[src/rtl/column_writer.sv]
// Rasterises one screen column per wall height: ceiling, wall, then floor pixels.
// Optional: COLUMN_WRITER_SIDE_SHADE_EN halves the wall colour on y-side hits.
module column_writer #(
    parameter int          SCREEN_W    = 640,
    parameter int          SCREEN_H    = 480,
    parameter int          ADDR_W      = 19,
    parameter logic [11:0] CEIL_COLOR  = 12'h335,
    parameter logic [11:0] FLOOR_COLOR = 12'h642,
    parameter logic [11:0] WALL_COLOR  = 12'hCCC
) (
    input  logic              clk,
    input  logic              rst,
    input  logic [9:0]        wall_height,
    input  logic              height_valid,
    input  logic              side,
    input  logic              write_new_frame,
    input  logic              fb_ready,
    output logic              fb_we,
    output logic [ADDR_W-1:0] fb_addr,
    output logic [11:0]       fb_data,
    output logic              busy,
    output logic              column_done,
    output logic              frame_done,
    output logic              overrun,
    output logic [9:0]        col_index
);

    typedef enum logic {IDLE, DRAW} state_t;

    localparam logic [9:0]        H_MAX    = 10'(SCREEN_H);
    localparam logic [9:0]        LAST_ROW = 10'(SCREEN_H - 1);
    localparam logic [9:0]        LAST_COL = 10'(SCREEN_W - 1);
    localparam logic [ADDR_W-1:0] ROW_STEP = ADDR_W'(SCREEN_W);

    state_t            state_q;
    logic [9:0]        row_q;
    logic [9:0]        top_q;
    logic [9:0]        bot_q;
    logic              side_q;
    logic [ADDR_W-1:0] addr_q;
    logic [9:0]        col_q;
    logic              pend_q;
    logic              overrun_q;
    logic              col_done_q;
    logic              frame_done_q;

    logic [9:0]  h_d;
    logic [9:0]  top_d;
    logic [11:0] wall_pix;
    logic [11:0] pix;

    assign h_d   = (wall_height > H_MAX) ? H_MAX : wall_height;
    assign top_d = (H_MAX - h_d) >> 1;

`ifdef COLUMN_WRITER_SIDE_SHADE_EN
    localparam logic [11:0] SHADE_COLOR = {1'b0, WALL_COLOR[11:9],
                                           1'b0, WALL_COLOR[7:5],
                                           1'b0, WALL_COLOR[3:1]};
    assign wall_pix = side_q ? SHADE_COLOR : WALL_COLOR;
`else
    assign wall_pix = side_q ? WALL_COLOR : WALL_COLOR;
`endif

    always_comb begin
        pix = FLOOR_COLOR;
        if (row_q < top_q)
            pix = CEIL_COLOR;
        else if (row_q < bot_q)
            pix = wall_pix;
    end

    always_ff @(posedge clk or posedge rst) begin
        if (rst) begin
            state_q      <= IDLE;
            row_q        <= '0;
            top_q        <= '0;
            bot_q        <= '0;
            side_q       <= 1'b0;
            addr_q       <= '0;
            col_q        <= '0;
            pend_q       <= 1'b0;
            overrun_q    <= 1'b0;
            col_done_q   <= 1'b0;
            frame_done_q <= 1'b0;
        end else begin
            col_done_q   <= 1'b0;
            frame_done_q <= 1'b0;
            case (state_q)
                IDLE: begin
                    if (write_new_frame) begin
                        col_q     <= '0;
                        overrun_q <= 1'b0;
                    end
                    if (height_valid) begin
                        top_q   <= top_d;
                        bot_q   <= top_d + h_d;
                        side_q  <= side;
                        row_q   <= '0;
                        addr_q  <= write_new_frame ? '0 : ADDR_W'(col_q);
                        state_q <= DRAW;
                    end
                end
                DRAW: begin
                    if (height_valid)
                        overrun_q <= 1'b1;
                    if (write_new_frame)
                        pend_q <= 1'b1;
                    if (fb_ready) begin
                        row_q  <= row_q + 10'd1;
                        addr_q <= addr_q + ROW_STEP;
                        if (row_q == LAST_ROW) begin
                            state_q    <= IDLE;
                            col_done_q <= 1'b1;
                            pend_q     <= 1'b0;
                            // a restart request beats the natural frame wrap
                            if (pend_q || write_new_frame) begin
                                col_q <= '0;
                            end else if (col_q == LAST_COL) begin
                                col_q        <= '0;
                                frame_done_q <= 1'b1;
                            end else begin
                                col_q <= col_q + 10'd1;
                            end
                        end
                    end
                end
            endcase
        end
    end

    assign fb_we       = (state_q == DRAW);
    assign busy        = (state_q == DRAW);
    assign fb_addr     = addr_q;
    assign fb_data     = (state_q == DRAW) ? pix : 12'h000;
    assign column_done = col_done_q;
    assign frame_done  = frame_done_q;
    assign overrun     = overrun_q;
    assign col_index   = col_q;

endmodule
[config.mk]
export PLATFORM = sky130hd
export DESIGN_NAME = column_writer
export DESIGN_NICKNAME = d
export VERILOG_FILES = /design/src/rtl/column_writer.sv
export SDC_FILE = /design/constraint.sdc
export NUM_CORES = 1
export LEC_CHECK = 0
export ABC_AREA = 1
export CAP_MARGIN = 20
export CORE_MARGIN = 8
export CORE_UTILIZATION = 35
export CTS_CLUSTER_DIAMETER = 60
export DETAILED_ROUTE_END_ITERATION = 12
export PLACE_DENSITY = 0.56
export REMOVE_ABC_BUFFERS = 1
export SLEW_MARGIN = 20
export SYNTH_ARGS = -nofsm -noshare
export SYNTH_HDL_FRONTEND = slang
export SYNTH_SLANG_ARGS = --single-unit
[constraint.sdc]
create_clock -name clk -period 3.21 [get_ports clk]
set_input_delay 0.642 -clock clk [delete_from_list [all_inputs] [get_ports clk]]
set_output_delay 0.642 -clock clk [all_outputs]
set_load 0.02 [all_outputs]
---- Yosys cells after proc, flatten, opt, wreduce, memory -nomap -nowiden ----
Index checks and enable logic that the tools add are counted.
word-level totals
  flip-flop bits (word level) ............. 63
  input bits .............................. 16
  output and inout bits ................... 46
  word-level logic and storage cells ...... 66
cells by class
  $add $sub $neg .......................... 5
  magnitude comparators ................... 3
  equal/unequal tests ..................... 7
  mux-type cells .......................... 35
  bitwise logic cells ..................... 1
  reductions and logical operators ........ 5
operator list
  operator                  count
  $mux W10                  9
  $pmux W10 S2              2
  $mux W19                  2
  $pmux W19 S2              1
  $mux W12                  3
  $add A10 B1 Y10 const B   2
  $add A19 B10 Y19 const B  1
  $mux W1                   16
  $add A9 B10 Y10           1
  $eq A10 B10 Y1 const B    1
  $eq A10 B9 Y1 const B     1
  $gt A10 B9 Y1 const B     1
  $lt A10 B10 Y1            1
  $lt A10 B9 Y1             1
  $sub A9 B10 Y10 const A   1
  $ne A2 B2 Y1 const B      4
  $reduce_and A2 Y1         3
  $pmux W1 S2               2
  $reduce_and A3 Y1         1
  $ne A2 B1 Y1 const B      1
  $logic_or A1 B1 Y1        1
  $not A1 Y1                1

---- Longest topological paths before layout ----
Gate-level depths: netlist (run 1).
  depth after elaboration ................. 6
  mapped depth ............................ 21
  gate-level depth less buffers ........... 21

---- Worst setup path after synthesis (run 1) ----
Ideal clock, no wire load.
  kind .................................... input to register
  from .................................... input port wall_height[9]
  to ...................................... register bot_q[8]
  library setup time ...................... 0.117 ns
  data arrival time ....................... 2.696 ns
  data required time ...................... 3.093 ns
  slack ................................... 0.397 ns
  stages on the path ...................... 21
  path through ............................ inv_1 nand2_1 nor2_1 nand3_1 nand2_4 inv_2 nor2_4 inv_1 ha_1 nand3_2 nand2_1 xor2_1 ha_1 a21oi_1 inv_1 nand4_1 nand2_1 inv_1 nand3_1 nand3_1 nand2_1
on the way
  cells in the longest elaborated chain, start to end .. 4
RTL lines
  item                  RTL line  source
  from (decl)           13        input logic [9:0] wall_height,
  $gt A10 B9 Y1         52        assign h_d = (wall_height > H_MAX) ? H_MAX : wall_height;
  $mux W10              52
  $sub A9 B10 Y10       53        assign top_d = (H_MAX - h_d) >> 1;
  net top_d[5]          48        logic [9:0] top_d;
  $add A9 B10 Y10       96        bot_q <= top_d + h_d;
  to (signal assigned)  96
  to (decl)             38        logic [9:0] bot_q;
The timed path passes the listed nets, and every way through them passes these cells.
A chain may end at the register's enable or synchronous reset.

---- Worst setup path in the final report (run 1) ----
  from .................................... register row_q[7]
  to ...................................... output port fb_data[1]
on the way
  cells in the longest elaborated chain, start to end .. 4
  elaborated cells between the ends (all ways) .. 5
RTL lines
  item                    RTL line  source
  from (decl)             36        logic [9:0] row_q;
  from (signal assigned)  109       row_q <= row_q + 10'd1;
  $lt A10 B10 Y1          68        else if (row_q < bot_q)
  $mux W12                68
  $mux W12 (*)            66        if (row_q < top_q)
  $mux W12 (*)            134       assign fb_data = (state_q == DRAW) ? pix : 12'h000;
  to (decl)               20        output logic [11:0] fb_data,
Mark *: on every way between the ends. The rest lies on a longest branch, timed or not.

==> metrics.csv, run 1 <==
stage,metric,value,unit
worst_setup_path,Reg2Reg Depth,10,
cells_and_area,fin cells,780,
power_and_ir_drop,Logic pwr share,0.341,
placement,RD Place Congestion,0.8027,
timing,FMAX,332.4,MHz
cells_and_area,nets@finish,675,
logic_synthesis,Mapped Cells,528,
detailed_routing,Pre-antenna DRT Iters,4,
timing,period utilisation layout,0.9372,
timing,Final min period,3.008,ns
power_and_ir_drop,worst vdd ir,0.0003604,V
cts,Clock Sinks,63,
worst_setup_path,Worst setup SP type,flip-flop,
cells_and_area,number of inserted diodes,0,
power_and_ir_drop,Sw Ratio,0.3290,
die,Die Y,122.7,um
cells_and_area,area delta synth->final,36.60,%
timing,final setup margin,0.2017,ns
worst_setup_path,Buffers & Inverters on Critical Path,1,
timing,Final Max Tran Viols,0,
power_and_ir_drop,final total power,3.491,mW
logic_synthesis,"Avg Cell Area, Syn",7.550,sq um
worst_setup_path,beginning of the critical path,row_q[7]$_DFFE_PP0P_,
power_and_ir_drop,Clock power frac,0.351,
run,maximum capacitance violations,0,
detailed_routing,Routed WL,9938,um
placement,Place WS,-0.2033,ns
logic_synthesis,part of the Yosys area used for sequential elements,0.3955,
timing,Final setup viols,0,
detailed_routing,DR top layer,met4,
grt,largest net degree at the start of global routing,36,
worst_setup_path,r2r setup slk,1.15,ns
logic_synthesis,synth warn,0,
detailed_routing,WL/cell,12.74,um
outcome,status,completed,
power_and_ir_drop,LEAKAGE,2.698,nW
min_path,HP Class,reg2reg,
worst_setup_path,"delay-heaviest family, CP",compound AO/OA/AOI/OAI gates,
detailed_routing,WL met2,5138,um
cells_and_area,Filler cells,1136,
detailed_routing,vias,3692,
detailed_routing,drc violations,0,
cts,CTS tree,built,
placement,dpl cells,764,
worst_setup_path,worst r2r dst,col_index[7]$_DFFE_PP0P_,
grt,via count of the first global-routing pass,3776,
detailed_routing,DR iter-0 viols,167,
detailed_routing,"antenna viol nets, final",0,
worst_setup_path,crit-path max cell delay,0.41,ns
logic_synthesis,number of synthesized register bits,63,
cts,total CTS buffers,9,
detailed_routing,post-DR vias/cell,4.733,
timing,tightest hold margin,0.4713,ns
worst_setup_path,CP cell instances,ha_1 -> nand2_1 -> nor2_1 -> o211ai_1 -> o2111ai_1 -> nand2_1 -> a31oi_1 -> dlygate4sd2_1,
worst_setup_path,crit end category,output pin,
die,Initial Utilization,0.3536,
worst_setup_path,worst path required time,2.57,ns
grt,grt total ovfl,0,
worst_setup_path,Crit Path Max Fanout,3,
logic_synthesis,synthesized area,3986,sq um
detailed_routing,routed wl met3,515,um
cells_and_area,Register Area,1577,sq um
worst_setup_path,FF-to-FF Start,row_q[1]$_DFFE_PP0P_,
die,Cell Rows,39,
placement,post-detail-place hpwl,7783,um
timing,Final Hold Viols,0,
worst_setup_path,crit path DAT,2.37,ns
timing,skew final,0.004795,ns
cts,clock latency on the worst-skew pair,0.32,ns
die,Die W,122.7,um
grt,wire length of the first global-routing pass,16970,um
cells_and_area,share of cells above drive strength 1,0.1429,
power_and_ir_drop,register share of total power,0.308,
worst_setup_path,CP Class,reg2out,
cts,clock-pin slew on the worst setup and hold paths,0.06,ns
power_and_ir_drop,power per cell area,641.2,nW/um^2
timing,Worst slew margin,0.6274,
timing,setup TNS,0,ns
grt,initial antenna violation count,0,
grt,total track usage,0.1393,
timing,RSZ-0062 raised after global routing,yes,
die,core footprint,11270,sq um
placement,dpl cell area,5031,sq um
worst_setup_path,Worst Setup EP,fb_data[1],
power_and_ir_drop,Net Switching,1.149,mW
worst_setup_path,"most used cell, CP",nand2_1,
cells_and_area,Multi-input gate area,2022,sq um
die,Die ar.,15060,sq um
power_and_ir_drop,Pint,2.343,mW
timing,worst slew pin tran,0.5581,ns
cts,Root Driver,clkbuf_16,
logic_synthesis,Yosys cell types,42,
cells_and_area,Final Util,0.4831,
worst_setup_path,Stages on worst setup path,8,
detailed_routing,Met1 Wirelength,4187,um
cells_and_area,Final Cell Area,5445,sq um
cts,H-tree depth,3,
worst_setup_path,CP max-delay cell,dfrtp_1,
placement,IO buf count,60,
cts,clock buffer depth,2,
die,# IOs,62,
-- area by class of cell --
cell class | instances | area share
flip-flops and latches | 63 | 0.2895
well taps | 143 | 0.03286
repair buffers | 106 | 0.1730
inverters | 92 | 0.06342
clock inverters | 5 | 0.02344
multi-input cells | 360 | 0.3713
clock buffers | 11 | 0.04642
-- cells in the final DEF (no fill, tap or decap), types with 3 or more instances in the layout --
cell type	netlist	routed
nand2_1	118	117
inv_1	89	88
dfrtp_1	63	63
clkdlybuf4s50_1	0	48
nor2_1	47	47
buf_4	8	46
o21ai_0	44	44
ha_1	27	27
nand3_1	23	22
a21oi_1	21	19
clkbuf_16	0	9
dlygate4sd2_1	0	9
nor3_1	8	8
o31ai_1	8	8
nand2_2	7	8
nand4_1	7	7
nand3_2	4	5
a31oi_1	4	4
xor2_1	7	4
o22ai_1	4	4
bufinv_16	0	4
inv_2	2	3
nand3b_1	3	3
o21ai_1	3	3
a21oi_2	1	3
xor2_2	0	3
dlymetal6s2s_1	0	3
-- repair_timing --
action                     in CTS  in global routing
resized for setup               9                 10
hold buffers                    0                  0
setup endpoints to repair       9                  7
pin swaps                       0                  2
buffers inserted                0                  0
-- power by group through the flow --
| stage | registers (mW) | logic, mW | clock network [mW] |
|---|---|---|---|
| finish | 1.07 | 1.19 | 1.23 |
| global route | 1.10 | 1.35 | 1.28 |
| CTS | 1.07 | 1.20 | 1.25 |
| detailed placement | 1.09 | 1.23 | 0 |
| global placement | 1.08 | 1.19 | 0 |
| floorplan | 1.12 | 0.679 | 0 |
-- how the worst min path moves through the flow --
stage,start,endpoint,slack [ns],depth (start not counted)
3_5_place_dp,bot_q[6]$_DFFE_PP0P_,bot_q[6]$_DFFE_PP0P_,0.47,2
3_3_place_gp,fb_addr[3]$_DFFE_PP0P_,fb_addr[3]$_DFFE_PP0P_,0.47,2
5_1_grt,fb_addr[4]$_DFFE_PP0P_,fb_addr[4]$_DFFE_PP0P_,0.50,2
4_1_cts,fb_addr[18]$_DFFE_PP0P_,fb_addr[18]$_DFFE_PP0P_,0.48,1
2_1_floorplan,top_q[0]$_DFFE_PP0P_,top_q[0]$_DFFE_PP0P_,0.44,2
6_report,fb_addr[18]$_DFFE_PP0P_,fb_addr[18]$_DFFE_PP0P_,0.47,1
-- worst register-to-register path, cell delays in order (launching register included) --
cell and delay [ns]:
dfrtp_1 0.38, buf_4 0.14, ha_1 0.16, nand2_1 0.08, nor2_1 0.14, inv_1 0.07
nor2_1 0.15, nand3_1 0.12, nor2_1 0.22, nand3_1 0.24, o31ai_1 0.28
-- Yosys cell counts, drive strengths merged --
master | n | area share
o211ai | 2 | 0.0038
a21oi | 22 | 0.029
o21ai | 48 | 0.061
a21boi | 2 | 0.0038
and2 | 1 | 0.0016
a22o | 1 | 0.0022
o2111ai | 1 | 0.0022
a32o | 2 | 0.0050
o21a | 1 | 0.0019
buf | 9 | 0.016
ha | 27 | 0.085
nor2 | 49 | 0.049
nand3 | 27 | 0.039
nand4 | 7 | 0.011
xnor2 | 2 | 0.0044
xor2 | 7 | 0.015
o22ai | 4 | 0.0063
clkinv | 1 | 0.00094
clkbuf | 4 | 0.0038
nand2 | 127 | 0.13
conb | 1 | 0.00094
inv | 91 | 0.086
dfrtp | 63 | 0.40
mux2i | 2 | 0.0050
o31ai | 8 | 0.015
nand3b | 3 | 0.0056
nor3 | 9 | 0.013
or2 | 2 | 0.0031
a31oi | 4 | 0.0063
a22oi | 1 | 0.0019
-- sequential cells by signal, indices dropped and copies added (netlist names) --
name	flops
column_done	1
busy	1
frame_done	1
pend_q	1
row_q	10
top_q	9
overrun	1
col_index	10
bot_q	10
fb_addr	19
-- logic make-up after synthesis --
| family | synth area share |
|---|---|
| AO/OA/AOI/OAI | 0.1381 |
| buffers and inverters | 0.1067 |
| other | 0.0009407 |
| multiplexers | 0.005022 |
| AND/OR/NAND/NOR | 0.2492 |
| flip-flops | 0.3955 |
| XOR/XNOR | 0.01978 |
| adder cells (fa/ha/maj) | 0.08474 |
-- routing by layer --
metal / vias up / global-route usage
met1: 1702 / 0.1520
met2: 69 / 0.2623
met4: 0 / 0.04570
met3: 8 / 0.02806
li1: 1913 / -
met5: - / 0
Power figures use the tool's default switching activity.
==> run 2: changes to the inputs <==
--- a/config.mk
+++ b/config.mk
@@ -7,7 +7,7 @@
 export LEC_CHECK = 0
 export ABC_AREA = 1
 export CAP_MARGIN = 20
-export CORE_MARGIN = 8
+export CORE_MARGIN = 2
 export CORE_UTILIZATION = 35
 export CTS_CLUSTER_DIAMETER = 60
 export DETAILED_ROUTE_END_ITERATION = 12
==> constraint.sdc (replaced) <==
create_clock -name clk -period 3.65 [get_ports clk]
set_input_delay 0.73 -clock clk [delete_from_list [all_inputs] [get_ports clk]]
set_output_delay 0.73 -clock clk [all_outputs]
set_load 0.02 [all_outputs]
==> metrics.csv, run 2 (synthesis results as in run 1) <==
stage,metric,value,unit,change
cells_and_area,Register Area,1577,sq um,unchanged
power_and_ir_drop,register share of total power,0.340,,+0.032
power_and_ir_drop,power per cell area,554.6,nW/um^2,-14%
placement,post-detail-place hpwl,7105,um,-8.7%
cts,CTS tree,built,,
worst_setup_path,crit path DAT,2.67,ns,+0.30 ns
cells_and_area,area delta synth->final,26.30,%,
die,Die Y,110.7,um,-9.8%
worst_setup_path,Worst setup SP type,flip-flop,,
detailed_routing,drc violations,0,,unchanged
worst_setup_path,r2r setup slk,1.45,ns,+0.30 ns
outcome,status,completed,,
power_and_ir_drop,Logic pwr share,0.354,,+0.013
grt,wire length of the first global-routing pass,15770,um,-7.1%
cells_and_area,number of inserted diodes,0,,unchanged
grt,total track usage,0.1564,,+0.01712
cells_and_area,share of cells above drive strength 1,0.07370,,-0.06916
timing,worst slew pin tran,0.6897,ns,+0.1316 ns
power_and_ir_drop,Clock power frac,0.306,,-0.045
detailed_routing,DR iter-0 viols,173,,+3.6%
detailed_routing,post-DR vias/cell,4.782,,+1.0%
grt,largest net degree at the start of global routing,36,,unchanged
detailed_routing,vias,3524,,-4.6%
grt,via count of the first global-routing pass,3394,,-10%
cts,clock latency on the worst-skew pair,0.33,ns,about the same
placement,RD Place Congestion,0.8155,,+1.6%
worst_setup_path,crit-path max cell delay,0.63,ns,+0.22 ns
cts,Clock Sinks,63,,unchanged
cells_and_area,max reg flops,19,,unchanged
die,Die W,110.7,um,-9.8%
worst_setup_path,crit end category,output pin,,
placement,IO buf count,60,,unchanged
timing,Final Max Tran Viols,0,,unchanged
worst_setup_path,CP Class,reg2out,,
timing,setup TNS,0,ns,unchanged
cts,"Setup Fix Bufs, Post-CTS",0,,unchanged
cells_and_area,Filler cells,1121,,-1.3%
timing,period utilisation layout,0.9314,,
timing,Worst slew margin,0.5396,,-0.08785
die,Die ar.,12260,sq um,-19%
cells_and_area,"commonest non-fill, non-tap cell in the layout",nand2_1,,
detailed_routing,Routed WL,9292,um,-6.5%
timing,Final min period,3.399,ns,
placement,dpl cells,722,,-5.5%
min_path,HP Class,reg2reg,,
die,# IOs,62,,unchanged
power_and_ir_drop,LEAKAGE,2.429,nW,-10%
worst_setup_path,CP max-delay cell,clkdlybuf4s50_1,,
detailed_routing,WL/cell,12.61,um,-1.0%
power_and_ir_drop,worst vdd ir,0.0003874,V,+7.5%
power_and_ir_drop,Pint,1.803,mW,-23%
power_and_ir_drop,Sw Ratio,0.3543,,+0.02533
grt,initial antenna violation count,0,,unchanged
cells_and_area,fin cells,737,,-5.5%
cts,Root Driver,clkbuf_16,,
cts,total CTS buffers,9,,unchanged
cells_and_area,Multi-input gate area,1984,sq um,-1.9%
worst_setup_path,CP cell instances,ha_1 -> inv_1 -> nor3_1 -> o211ai_1 -> o2111ai_1 -> nand2_1 -> nor2_1 -> clkdlybuf4s50_1,,
die,Cell Rows,38,,-2.6%
detailed_routing,Pre-antenna DRT Iters,4,,unchanged
cells_and_area,nets@finish,636,,-5.8%
cts,clock buffer depth,2,,unchanged
detailed_routing,"antenna viol nets, final",0,,unchanged
cts,clock-pin slew on the worst setup and hold paths,0.05,ns,about the same
cells_and_area,most frequent cells in the layout,"nand2_1 (118), inv_1 (88), dfrtp_1 (63), clkdlybuf4s50_1 (59), nor2_1 (47)",,
cts,H-tree depth,3,,unchanged
grt,grt total ovfl,0,,unchanged
timing,skew final,0.005228,ns,+0.0004338 ns
timing,Final Hold Viols,0,,unchanged
timing,Final setup viols,0,,unchanged
worst_setup_path,worst path required time,2.92,ns,+0.35 ns
timing,RSZ-0062 raised after global routing,no,,
die,Initial Utilization,0.3630,,+0.009306
worst_setup_path,Crit Path Max Fanout,6,,+3
timing,FMAX,294.2,MHz,
die,core footprint,10980,sq um,-2.6%
run,maximum capacitance violations,0,,unchanged
power_and_ir_drop,Net Switching,989.2,uW,-14%
==> run 2: final timing paths <==
| kind | cells after the start | endpoint | from |
|---|---|---|---|
| worst max register to register | 6 | fb_addr[8]$_DFFE_PP0P_ | busy$_DFF_PP0_ |
| worst min-delay path | 1 | fb_addr[18]$_DFFE_PP0P_ | fb_addr[18]$_DFFE_PP0P_ |
| min in group asynchronous | 2 | fb_addr[0]$_DFFE_PP0P_ | rst |
| worst max-delay path | 8 | fb_data[3] | row_q[5]$_DFFE_PP0P_ |
| max in group asynchronous | 3 | bot_q[8]$_DFFE_PP0P_ | rst |
| worst min register to register | 1 | fb_addr[18]$_DFFE_PP0P_ | fb_addr[18]$_DFFE_PP0P_ |
==> run 2: worst max-delay path: cells and delay by family, from the launching register on <==
kind,cells,cell delay (ns)
buf+inv,2,0.69
fa+ha+maj,1,0.33
compound gates,2,0.34
simple gates,3,0.55
flops,1,0.44
==> run 2: stage by stage <==
step / hold slack, ns / utilization / worst slack [ns] / area (sq um) / power (mW)
2_1_floorplan: 0.4433 / - / 0.7344 / 3906 / 1.585
3_3_place_gp: 0.4665 / 0.4311 / 0.1331 / 4735 / 1.923
3_5_place_dp: 0.4675 / 0.4311 / 0.04898 / 4735 / 1.952
4_1_cts: 0.4808 / 0.4582 / 0.2236 / 5032 / 2.829
5_1_grt: 0.4938 / 0.4584 / 0.008555 / 5035 / 3.010
6_report: 0.4772 / 0.4584 / 0.2505 / 5035 / 2.792
==> run 2: area by class of cell <==
class                      count  share of cell area
multi-input combinational    360              0.3941
sequential                    63              0.3131
timing repair buffer          67              0.1302
inverter                      92             0.06859
clock buffer                  10             0.04747
tap                          140             0.03479
clock inverter                 5             0.01168
==> run 2: power by group through the flow <==
stage / Sequential [mW] / Clock [mW] / Combinational (mW)
4_1_cts: 0.952 / 0.877 / 1.00
6_report: 0.950 / 0.854 / 0.989
5_1_grt: 0.975 / 0.912 / 1.12
2_1_floorplan: 0.988 / 0 / 0.597
3_3_place_gp: 0.958 / 0 / 0.966
3_5_place_dp: 0.963 / 0 / 0.989
==> run 2: metal layers <==
layer,GRT usage,share of wire,vias up
li1,-,-,1826
met1,0.2072,0.48,1597
met2,0.2552,0.46,90
met3,0.02843,0.047,11
met4,0.05917,0.016,0
met5,0,0,-
==> run 2: repair_timing <==
| action | 4_1_cts | 5_1_grt |
|---|---|---|
| resized for setup | 0 | 1 |
| hold buffers | 0 | 0 |
| setup endpoints to repair | 0 | 1 |
==> run 3: changes to the inputs <==
==> constraint.sdc (replaced) <==
create_clock -name clk -period 3.9 [get_ports clk]
set_input_delay 0.78 -clock clk [delete_from_list [all_inputs] [get_ports clk]]
set_output_delay 0.78 -clock clk [all_outputs]
set_load 0.02 [all_outputs]
==> metrics.csv, run 3 (synthesis results as in run 1) <==
stage,metric,value,unit,change
cts,cts repair resizes,0,,unchanged
worst_setup_path,crit path DAT,2.75,ns,+0.08 ns
cells_and_area,nets@finish,633,,-0.47%
detailed_routing,drc violations,0,,unchanged
timing,period utilisation layout,0.9062,,
worst_setup_path,Reg2Reg Depth,6,,unchanged
timing,FMAX,282.9,MHz,
cts,Root Driver,clkbuf_16,,
die,Die W,110.7,um,unchanged
cells_and_area,number of inserted diodes,0,,unchanged
detailed_routing,WL/cell,12.37,um,-1.9%
worst_setup_path,CP cell instances,ha_1 -> inv_1 -> nor3_1 -> o211ai_1 -> o2111ai_1 -> nand2_1 -> a31oi_1 -> clkdlybuf4s50_1,,
grt,wire length of the first global-routing pass,14970,um,-5.0%
timing,Final Hold Viols,0,,unchanged
timing,Final min period,3.534,ns,
grt,GR Util met2,0.2425,,-0.01268
die,# IOs,62,,unchanged
cts,H-tree depth,3,,unchanged
worst_setup_path,FF-to-FF Start,busy$_DFF_PP0_,,
outcome,status,completed,,
timing,final setup margin,0.3657,ns,+0.1152 ns
worst_setup_path,crit end category,output pin,,
cells_and_area,Register Area,1577,sq um,unchanged
cts,"Setup Fix Bufs, Post-CTS",0,,unchanged
detailed_routing,post-DR vias/cell,4.812,,+0.64%
grt,GR peak layer,met2,,
grt,largest net degree at the start of global routing,36,,unchanged
min_path,hold path start,fb_addr[18]$_DFFE_PP0P_,,
grt,initial antenna violation count,0,,unchanged
cells_and_area,Final Util,0.4585,,about the same
grt,Global Route met3 Usage,0.03116,,+0.002734
grt,grt total ovfl,0,,unchanged
detailed_routing,DR iter-0 viols,167,,-3.5%
worst_setup_path,Worst setup SP type,flip-flop,,
detailed_routing,Pre-antenna DRT Iters,4,,unchanged
worst_setup_path,crit-path max cell delay,0.64,ns,about the same
detailed_routing,Routed WL,9095,um,-2.1%
cts,hold_buf cts,0,,unchanged
die,Die Y,110.7,um,unchanged
detailed_routing,vias,3537,,+0.37%
worst_setup_path,CP max-delay cell,clkdlybuf4s50_1,,
die,Initial Utilization,0.3630,,unchanged
timing,setup TNS,0,ns,unchanged
cts,total CTS buffers,9,,unchanged
timing,Final Max Tran Viols,0,,unchanged
worst_setup_path,CP Class,reg2out,,
detailed_routing,"antenna viol nets, final",0,,unchanged
power_and_ir_drop,worst vdd ir,0.0003977,V,+2.7%
worst_setup_path,worst r2r dst,fb_addr[8]$_DFFE_PP0P_,,
worst_setup_path,worst path required time,3.12,ns,+0.20 ns
cts,CTS tree,built,,
timing,skew final,0.009766,ns,+0.004537 ns
min_path,HP Class,reg2reg,,
timing,RSZ-0062 raised after global routing,no,,
cts,clock-pin slew on the worst setup and hold paths,0.06,ns,about the same
cells_and_area,max reg flops,19,,unchanged
cts,clock latency on the worst-skew pair,0.33,ns,about the same
die,core footprint,10980,sq um,unchanged
worst_setup_path,r2r setup slk,1.77,ns,+0.32 ns
cells_and_area,Multi-input gate area,1984,sq um,unchanged
cts,Clock Sinks,63,,unchanged
worst_setup_path,"delay-heaviest family, CP",buffers and inverters,,
grt,total track usage,0.1482,,-0.008212
grt,GR Util met1,0.1963,,-0.01091
cells_and_area,share of cells above drive strength 1,0.06891,,-0.004794
min_path,WHS Endpoint,fb_addr[18]$_DFFE_PP0P_,,
cells_and_area,area delta synth->final,26.33,%,about the same
cells_and_area,Filler cells,1095,,-2.3%
worst_setup_path,Crit Path Max Fanout,6,,unchanged
placement,Place WS,0.1554,ns,+0.1064 ns
power_and_ir_drop,power per cell area,531.2,nW/um^2,-4.2%
timing,tightest hold margin,0.4721,ns,-0.005103 ns
cts,clock buffer depth,2,,unchanged
placement,RD Place Congestion,0.8110,,-0.55%
die,Cell Rows,38,,unchanged
grt,via count of the first global-routing pass,3224,,-5.0%
worst_setup_path,Buffers & Inverters on Critical Path,2,,unchanged
die,Die ar.,12260,sq um,unchanged
power_and_ir_drop,LEAKAGE,2.411,nW,-0.73%
run,maximum capacitance violations,0,,unchanged
timing,Final setup viols,0,,unchanged
placement,IO buf count,60,,unchanged
cells_and_area,most frequent cells in the layout,"nand2_1 (118), inv_1 (88), dfrtp_1 (63), clkdlybuf4s50_1 (60), nor2_1 (47)",,
min_path,hold-critical path depth,1,,unchanged
placement,post-detail-place hpwl,6933,um,-2.4%
cells_and_area,"commonest non-fill, non-tap cell in the layout",nand2_1,,
==> run 3: changes by cell type in the layout (fill, tap and decap cells not counted), sizes merged <==
cell           change
buf                -3
bufinv             +1
clkbuf             +1
clkdlybuf4s50      +1
clkinvlp           -1
dlymetal6s2s       -1
==> run 3: report_power, final <==
group / internal [mW] / switching [mW]
clock: 0.577 / 0.294
sequential: 0.785 / 0.105
combinational: 0.388 / 0.526
==> run 3: how the worst max path moves through the flow <==
stage,start,to,cells after the start
2_1_floorplan,wall_height[9],bot_q[8]$_DFFE_PP0P_,21
5_1_grt,wall_height[6],bot_q[8]$_DFFE_PP0P_,21
4_1_cts,row_q[5]$_DFFE_PP0P_,fb_data[1],8
6_report,row_q[5]$_DFFE_PP0P_,fb_data[1],8
3_3_place_gp,wall_height[6],bot_q[8]$_DFFE_PP0P_,21
3_5_place_dp,wall_height[6],bot_q[8]$_DFFE_PP0P_,21
==> run 3: final cells by class <==
class,count,share of cell area
Sequential cell,63,0.3130
Clock inverter,5,0.01615
Multi-Input combinational cell,360,0.3940
Inverter,92,0.06857
Clock buffer,11,0.04820
Tap cell,140,0.03478
Timing Repair Buffer,64,0.1252
==> run 3: stage by stage <==
step                std cells  power [mW]  cell area, sq um
finish                    735       2.675              5036
global route              735       2.863              5036
CTS                       735       2.700              5036
detailed placement        719       1.822              4712
global placement          719       1.798              4712
floorplan                 515       1.484              3906
==> run 3: layer usage <==
layer  vias up  part of all wire  wire [um]
met5         -                 0          0
met4         0             0.015        139
met3        10             0.047        427
met2        82              0.45       4051
met1      1618              0.49       4477
li1       1827                 -          -
